<file path="config.mk">
export PLATFORM = sky130hd
export DESIGN_NAME = decode_scoreboard
export DESIGN_NICKNAME = d
export VERILOG_FILES = /design/src/rtl/decode_scoreboard_pkg.sv /design/src/rtl/decode_scoreboard_lookup.sv /design/src/rtl/decode_scoreboard.sv
export SDC_FILE = /design/constraint.sdc
export NUM_CORES = 1
export LEC_CHECK = 0
export CORE_MARGIN = 3
export CORE_UTILIZATION = 31
export DETAILED_ROUTE_END_ITERATION = 8
export GPL_TIMING_DRIVEN = 0
export PLACE_DENSITY_LB_ADDON = 0.12
export REMOVE_ABC_BUFFERS = 1
export SYNTH_ARGS = -nofsm -noshare
export SYNTH_HDL_FRONTEND = slang
export SYNTH_SLANG_ARGS = --single-unit
</file>
<file path="constraint.sdc">
create_clock -name clk -period 18 [get_ports clk]
set_input_delay 3.6 -clock clk [delete_from_list [all_inputs] [get_ports clk]]
set_output_delay 3.6 -clock clk [all_outputs]
set_load 0.05 [all_outputs]
</file>
<file path="src/rtl/decode_scoreboard_pkg.sv">
// Shared types and sizing for the decode-stage register scoreboard.
// Completion ports arrive packed; helpers split them per port.
package decode_scoreboard_pkg;

  localparam int NUM_REGS     = 32;
  localparam int REG_W        = 5;
  localparam int ROB_IDX_W    = 4;
  localparam int NUM_WB       = 2;
  localparam int MAX_INFLIGHT = 8;
  localparam int CNT_W        = $clog2(NUM_REGS + 1);

  typedef struct packed {
    logic                 busy;
    logic [ROB_IDX_W-1:0] tag;
  } sb_entry_t;

  typedef logic [NUM_WB-1:0][REG_W-1:0]     wb_rd_t;
  typedef logic [NUM_WB-1:0][ROB_IDX_W-1:0] wb_tag_t;

  function automatic wb_rd_t unpack_rd(
    input logic [NUM_WB*REG_W-1:0] v
  );
    wb_rd_t r;
    for (int w = 0; w < NUM_WB; w++)
      r[w] = v[w*REG_W +: REG_W];
    return r;
  endfunction

  function automatic wb_tag_t unpack_tag(
    input logic [NUM_WB*ROB_IDX_W-1:0] v
  );
    wb_tag_t t;
    for (int w = 0; w < NUM_WB; w++)
      t[w] = v[w*ROB_IDX_W +: ROB_IDX_W];
    return t;
  endfunction

endpackage

</file>
<file path="src/rtl/decode_scoreboard_lookup.sv">
// Combinational source-operand read port with same-cycle
// completion bypass.
module scoreboard_lookup
  import decode_scoreboard_pkg::*;
(
  input  logic [REG_W-1:0]            rs,
  input  logic                        used,
  input  logic                        busy,
  input  logic [ROB_IDX_W-1:0]        tag,
  input  logic [NUM_WB-1:0]           wb_valid,
  input  logic [NUM_WB*REG_W-1:0]     wb_rd,
  input  logic [NUM_WB*ROB_IDX_W-1:0] wb_rob_idx,
  output logic                        pending,
  output logic [ROB_IDX_W-1:0]        pending_tag
);

  wb_rd_t  rd_u;
  wb_tag_t tag_u;
  logic    bypass;

  assign rd_u  = unpack_rd(wb_rd);
  assign tag_u = unpack_tag(wb_rob_idx);

  // A matching completion this cycle is forwarded, so no wait.
  always_comb begin
    bypass = 1'b0;
    for (int w = 0; w < NUM_WB; w++)
      if (wb_valid[w] && rd_u[w] == rs && tag_u[w] == tag)
        bypass = 1'b1;
  end

  assign pending = used && (rs != '0) && busy && !bypass;
  assign pending_tag = pending ? tag : '0;

endmodule

</file>
<file path="src/rtl/decode_scoreboard.sv">
// Decode-stage scoreboard: tracks in-flight long-latency
// producers per register and stalls decode on RAW hazards.
module decode_scoreboard
  import decode_scoreboard_pkg::*;
(
  input  logic                        clk,
  input  logic                        reset,
  input  logic                        in_issue_valid,
  input  logic                        in_issue_long_lat,
  input  logic [REG_W-1:0]            in_issue_rd,
  input  logic [ROB_IDX_W-1:0]        in_issue_rob_idx,
  input  logic [REG_W-1:0]            in_rs1,
  input  logic [REG_W-1:0]            in_rs2,
  input  logic                        in_rs1_used,
  input  logic                        in_rs2_used,
  input  logic [NUM_WB-1:0]           in_wb_valid,
  input  logic [NUM_WB*REG_W-1:0]     in_wb_rd,
  input  logic [NUM_WB*ROB_IDX_W-1:0] in_wb_rob_idx,
  input  logic                        in_flush,
  output logic                        out_stall,
  output logic                        out_pc_write_disable,
  output logic                        out_IFID_write_disable,
  output logic                        out_control_src,
  output logic                        out_rs1_pending,
  output logic                        out_rs2_pending,
  output logic [ROB_IDX_W-1:0]        out_rs1_tag,
  output logic [ROB_IDX_W-1:0]        out_rs2_tag,
  output logic [CNT_W-1:0]            out_busy_count
);

  sb_entry_t        ent_q [NUM_REGS];
  sb_entry_t        ent_d [NUM_REGS];
  logic [CNT_W-1:0] cnt_q;
  logic [CNT_W-1:0] cnt_d;
  wb_rd_t           rd_u;
  wb_tag_t          tag_u;
  logic             full_block;
  logic             issue_fire;

  assign rd_u  = unpack_rd(in_wb_rd);
  assign tag_u = unpack_tag(in_wb_rob_idx);

  scoreboard_lookup u_rs1 (
    .rs          (in_rs1),
    .used        (in_rs1_used),
    .busy        (ent_q[in_rs1].busy),
    .tag         (ent_q[in_rs1].tag),
    .wb_valid    (in_wb_valid),
    .wb_rd       (in_wb_rd),
    .wb_rob_idx  (in_wb_rob_idx),
    .pending     (out_rs1_pending),
    .pending_tag (out_rs1_tag)
  );

  scoreboard_lookup u_rs2 (
    .rs          (in_rs2),
    .used        (in_rs2_used),
    .busy        (ent_q[in_rs2].busy),
    .tag         (ent_q[in_rs2].tag),
    .wb_valid    (in_wb_valid),
    .wb_rd       (in_wb_rd),
    .wb_rob_idx  (in_wb_rob_idx),
    .pending     (out_rs2_pending),
    .pending_tag (out_rs2_tag)
  );

  // Re-targeting an already busy rd needs no new slot.
  assign full_block = in_issue_long_lat
                   && (in_issue_rd != '0)
                   && (cnt_q == CNT_W'(MAX_INFLIGHT))
                   && !ent_q[in_issue_rd].busy;

  assign out_stall = in_issue_valid && !in_flush
                  && (out_rs1_pending || out_rs2_pending
                      || full_block);

  assign out_pc_write_disable   = out_stall;
  assign out_IFID_write_disable = out_stall;
  assign out_control_src        = !out_stall;
  assign out_busy_count         = cnt_q;

  assign issue_fire = in_issue_valid && in_issue_long_lat
                   && (in_issue_rd != '0)
                   && !out_stall && !in_flush;

  // Priority: flush > issue > completion.
  always_comb begin
    ent_d = ent_q;
    for (int r = 0; r < NUM_REGS; r++)
      for (int w = 0; w < NUM_WB; w++)
        if (in_wb_valid[w] && rd_u[w] == REG_W'(r)
            && ent_q[r].busy && tag_u[w] == ent_q[r].tag)
          ent_d[r].busy = 1'b0;
    if (issue_fire) begin
      ent_d[in_issue_rd].busy = 1'b1;
      ent_d[in_issue_rd].tag  = in_issue_rob_idx;
    end
    if (in_flush)
      for (int r = 0; r < NUM_REGS; r++)
        ent_d[r].busy = 1'b0;
    ent_d[0] = '0;
    cnt_d = '0;
    for (int r = 0; r < NUM_REGS; r++)
      cnt_d = cnt_d + CNT_W'(ent_d[r].busy);
  end

  always_ff @(posedge clk or negedge reset) begin
    if (!reset) begin
      for (int r = 0; r < NUM_REGS; r++)
        ent_q[r] <= '0;
      cnt_q <= '0;
    end else begin
      ent_q <= ent_d;
      cnt_q <= cnt_d;
    end
  end

endmodule

</file>
==> results of run 1 <==
critical path, delay by kind of cell:
family,cells,cell delay (ps)
buffers and inverters,5,1640
and+or+nand+nor,3,1590
xor gates and xnor gates,1,140
AOI/OAI and AO/OA,8,2370
adders and majority gates,8,3970
metal layers:
| metal | share of wire | vias to the layer above | track usage | routed length [um] |
|---|---|---|---|---|
| met3 | 0.073 | 104 | 0.0453 | 4570 |
| met2 | 0.44 | 564 | 0.376 | 27200 |
| met5 | 0 | - | 0 | 0 |
| li1 | - | 5009 | - | - |
| met4 | 0.035 | 0 | 0.0933 | 2170 |
| met1 | 0.46 | 6129 | 0.361 | 28400 |
logic make-up after synthesis:
family | Yosys count | synth area share
adder cells (fa/ha/maj) | 30 | 0.0375
AND/OR/NAND/NOR | 338 | 0.142
buffers and inverters | 152 | 0.0482
XOR/XNOR | 281 | 0.169
flip-flops | 161 | 0.276
AO/OA/AOI/OAI | 174 | 0.0915
multiplexers | 250 | 0.236
power groups by stage:
stage / clock network (uW) / registers, uW / logic (uW)
after floorplan: 0 / 412 / 131
after global placement: 0 / 430 / 241
after detailed placement: 0 / 430 / 248
after CTS: 417 / 423 / 249
after global routing: 427 / 427 / 267
final: 405 / 424 / 251
through the flow:
step	cells	utilization	TNS [ps]	total power [uW]	hold WS, ps
floorplan	1264	-	0	543	551
global route	1983	0.358	0	1120	651
CTS	1983	0.358	0	1090	629
finish	1984	0.358	0	1080	629
global placement	1929	0.335	-22790	671	603
detailed placement	1951	0.345	0	678	619
cell type report:
type	count	area, um2	share of cell area
flip-flops and latches	161	4030	0.245
repair buffers	87	1050	0.0636
clock buffers	20	447	0.0271
diodes	1	2.50	0.000152
multi-input cells	1073	9900	0.601
clock inverters	12	184	0.0112
inverters	30	113	0.00684
well taps	600	751	0.0456
placed cells by master (no fill, tap or decap), types with 18 or more instances in the layout:
cell type and n:
a31oi_1 20, nor2b_1 25, mux2i_1 51, a21oi_1 23
mux4_2 59, nor2_1 27, inv_1 30, clkdlybuf4s50_1 45
dfrtp_1 161, nor4_1 48, nand2_1 51, buf_2 18
fa_1 23, nand3_1 80, mux2_2 119, o21ba_2 23
nor3_4 23, nand4_1 18, xor2_1 174, xnor2_1 107
worst paths after layout:
| check | endpoint | slack, ps | cells past startpoint | startpoint |
|---|---|---|---|---|
| min in group asynchronous | async pin | 3070 | 1 | reset |
| max reg2reg | out_busy_count[4] | 9140 | 23 | flip-flop |
| max | out_busy_count[4] | 5030 | 25 | in_rs1[2] |
| min | ent_q[74] | 630 | 2 | ent_q[74] |
| max in group asynchronous | async pin | 13980 | 2 | reset |
| min reg2reg | ent_q[74] | 630 | 2 | ent_q[74] |
Yosys cell counts (10+ instances only):
cell type  instances
or3_1             11
a22oi_1           11
a31oi_1           20
o21bai_1          17
mux4_2            59
dfrtp_1          161
buf_2             23
a21oi_1           24
mux2i_1           51
o41ai_1           10
inv_1             30
nor2_1            28
nor4_1            48
nor3_4            23
buf_1             19
nand4_1           18
fa_1              23
and3_1            10
nand3_1           80
nor3_1            11
mux2_2           119
clkbuf_1          60
xnor2_1          107
nor2b_1           27
xor2_1           174
mux2_1            13
o21ba_2           23
nand2_1           51
==> run summary, run 1 <==
Status -> finished, violations left
Failing checks -> capacitance limit, slew limit
Worst Skew -> 15.7 ps
Via density -> 5.95
Critical Path RT -> 18400 ps
Place WS -> 4690 ps
Starting Density -> 0.318
Via count -> 11800
CTS tree -> built
WS Path Type -> input pin to flip-flop
Die X -> 223 um
RSZ-0062 raised after global routing -> no
CTS resizes -> 0
Fin worst setup slack -> 5030 ps
Count of buffers from port buffering -> 65
Nets -> 1446
CTS hold repair buffers -> 0
Leak -> 0.00690 uW
CP max stage cell -> clkdlybuf4s50_1
FMAX -> 0.0771 GHz
Worst ir drop on vdd -> 0.0000680 V
# Max-Cap Violations -> 2
Dpl hpwl -> 45200 um
GP Congestion -> 0.945
Post-synth top area cell -> dfrtp_1
Die area -> 49700 um2
Avg Cell Area, Syn -> 10.5 um2
Post-synth top area share -> 0.276
Comb power frac -> 0.233
Core Region -> 46000 um2
Internal power -> 723 uW
Least-Margin Pin Slew -> 1560 ps
Most common cell on crit path -> fa_1
Ports -> 66
Vias in the first global route -> 11700
Layout area overhead -> 12.9%
Iter 0 DRT Violations -> 1131
CP arrival -> 13370 ps
Filler instances -> 4542
H-tree lvl count -> 4
Gr usage total -> 0.251
Largest net degree at the start of global routing -> 98
Congestion Overflow GR -> 0
Sequential power share -> 0.392
WL per Instance -> 31.4 um
Worst stage delay on the critical path -> 1120 ps
Ys async rst share -> 1.00
Height of the die -> 223 um
Pwr Density -> 65.6 nW/um2
Clock network power share -> 0.375
Hold Crit Class -> flip-flop to flip-flop
TritonCTS Sinks -> 161
Initial antenna violation count -> 1
Worst-path clk slew -> 80 ps
CP startpoint kind -> input pin
Clk buf depth -> 2
EDFF count, synth -> 0
Slew margin rel. -> -0.0429
Post-synthesis instance total -> 1386
Root buf cell -> clkbuf_16
Ys flop type -> dfrtp_1
Number of setup violations in the final report -> 0
Later-pin clock latency in the skew report -> 480 ps
Routed Antenna Nets -> 0
Residual DRC -> 0
Layout cells sized above 1 -> 0.229
Global-route wire length before repair -> 89800 um
Final instance area -> 16500 um2
FF+latch count, synth -> 161
Hold Violations, Final -> 0
Synth warnings -> 0
Top cells by area, synth -> dfrtp_1 28%, xor2_1 10%, mux2_2 9.2%
Sequential fraction of the synthesis area -> 0.276
CP endpoint kind -> flip-flop
Tcrit/Tclk final -> 0.720
Mapped cell area -> 14600 um2
DRT Pass-1 Iters -> 5
Slew Limit Fails -> 16
Placement row count -> 78
Yosys cell types -> 75
Cell Area, Placed -> 15800 um2
Switching share of power -> 0.332
Fin crit period -> 12970 ps
Routed Wire Length -> 62300 um
NetSw -> 359 uW
Critical path peak fanout -> 23
Inserted Clock Buffers -> 17
Post-CTS setup buffer count -> 0
(Power assumes the default switching activity.)
==> run 2: changes to the inputs <==
Clock period 18 ns to 10.4 ns, I/O delays scaled along.
==> run summary, run 2 (same netlist as run 1, synthesis figures left out) <==
Fin worst setup slack -> 222 ps
Starting Density -> 0.318
Hold Violations, Final -> 0
CP max stage cell -> fa_1
CTS hold repair buffers -> 0
Worst path bufs/invs -> 5
Root buf cell -> clkbuf_16
Nets -> 1452
Tot Pwr -> 1880 uW
Slew margin rel. -> -0.00729
TritonCTS Sinks -> 161
Largest net degree at the start of global routing -> 98
WL per Instance -> 31.6 um
Count of buffers from port buffering -> 65
Die X -> 223 um
Height of the die -> 223 um
Most common cell after layout, fill and taps aside -> xor2_1
Failing checks -> capacitance limit, slew limit
Later-pin clock latency in the skew report -> 480 ps
Vias in the first global route -> 11700
CP delay by family, top -> adder cells
Worst ir drop on vdd -> 0.000116 V
FMAX -> 0.0982 GHz
Global-route wire length before repair -> 89800 um
Iter 0 DRT Violations -> 1196
Gr usage total -> 0.251
Placement row count -> 78
Leak -> 0.00694 uW
Layout cells sized above 1 -> 0.238
Die area -> 49700 um2
Dpl hpwl -> 45200 um
Pwr Density -> 113 nW/um2
H-tree lvl count -> 4
Most frequent cells in the layout -> 174 x xor2_1, 161 x dfrtp_1, 119 x mux2_2
Clk buf depth -> 2
WS Path Type -> input pin to flip-flop
Via density -> 5.95
Initial antenna violation count -> 1
CTS tree -> built
Worst stage delay on the critical path -> 620 ps
Number of setup violations in the final report -> 0
Place WS -> -1390 ps
CP endpoint kind -> flip-flop
Ports -> 66
Congestion Overflow GR -> 0
Core Region -> 46000 um2
Tcrit/Tclk final -> 0.979
DRT Pass-1 Iters -> 5
CP startpoint kind -> input pin
Critical path peak fanout -> 28
Least-Margin Pin Slew -> 1510 ps
Routed Antenna Nets -> 0
Most common cell on crit path -> fa_1
Crit path launch -> in_rs1[0]
Hold Crit Class -> flip-flop to flip-flop
Worst Skew -> 18.5 ps
HP Start -> ent_q[74]
Residual DRC -> 0
Slew Limit Fails -> 10
# Max-Cap Violations -> 3
Via count -> 11800
Final Non-Filler Cells -> 1990
# placed instances -> 1951
Layout area overhead -> 13.5%
GP Congestion -> 0.945
Routed Wire Length -> 62800 um
Status -> finished, violations left
Inserted Clock Buffers -> 17
Fin crit period -> 10180 ps
Final setup TNS -> 0 ps
RSZ-0062 raised after global routing -> no
Critical Path RT -> 10800 ps
Worst-path clk slew -> 80 ps
CP arrival -> 10580 ps
==> run 2: power by group <==
group	switching, uW	internal (uW)
sequential	75.2	660
clock	292	409
combinational	255	184
total	623	1250
==> run 2: final cells by class <==
class	instances	area, um2
multi-input cells	1074	9950
flip-flops and latches	161	4030
diodes	1	2.50
clock buffers	20	447
well taps	600	751
fillers	4543	29400
clock inverters	12	184
inverters	30	113
repair buffers	92	1090
==> run 2: path summary, 6_finish.rpt <==
| path | endpoint | slack [ps] | depth (start not counted) |
|---|---|---|---|
| min in group asynchronous | async pin | 1550 | 1 |
| max in group asynchronous | async pin | 7910 | 2 |
| min | ent_q[74] | 630 | 2 |
| max reg2reg | out_busy_count[4] | 1910 | 23 |
| min reg2reg | ent_q[74] | 630 | 2 |
| max | out_busy_count[4] | 220 | 25 |
==> run 2: what timing repair did <==
item	4_1_cts	5_1_grt
endpoints found under the setup margin	6	3
gates resized for setup	13	11
buffers inserted	0	5
pin swaps	0	3
cloned	0	1
==> run 2: layer usage <==
layer	routed length, um	GRT usage	vias to the layer above	part of all wire
met5	0	0	-	0
met4	1970	0.0917	0	0.031
met3	4690	0.0483	89	0.075
met2	27800	0.376	541	0.44
met1	28400	0.359	6174	0.45
li1	-	-	5034	-
==> run 2: metrics by stage <==
step           hold WS, ps  instance area [um2]   util
2_1_floorplan          551                14000      -
3_3_place_gp           603                15400  0.335
3_5_place_dp           619                15800  0.345
4_1_cts                629                16500  0.359
5_1_grt                651                16600  0.360
6_report               632                16600  0.360
==> run 2: worst reg2reg max path, cell delays in order (launching register included) <==
cell and delay (ps):
dfrtp_1 490, mux4_2 530, mux2i_1 310, a31oi_1 200, nand4_1 150, or4b_1 500, o41ai_2 370, a41oi_4 200
buf_16 290, buf_12 180, nor3_4 370, o21bai_1 220, fa_1 600, fa_1 620, fa_1 460, fa_1 540
fa_1 450, fa_1 500, inv_1 50, fa_1 410, fa_1 460, a21o_1 200, a21oi_1 170, xnor2_1 140
==> run 3: changes to the inputs <==
Settings changed: ABC_AREA from default to 0.
==> results of run 3 <==
Same layout as run 2: the final DEF is identical, and so are final timing and power.
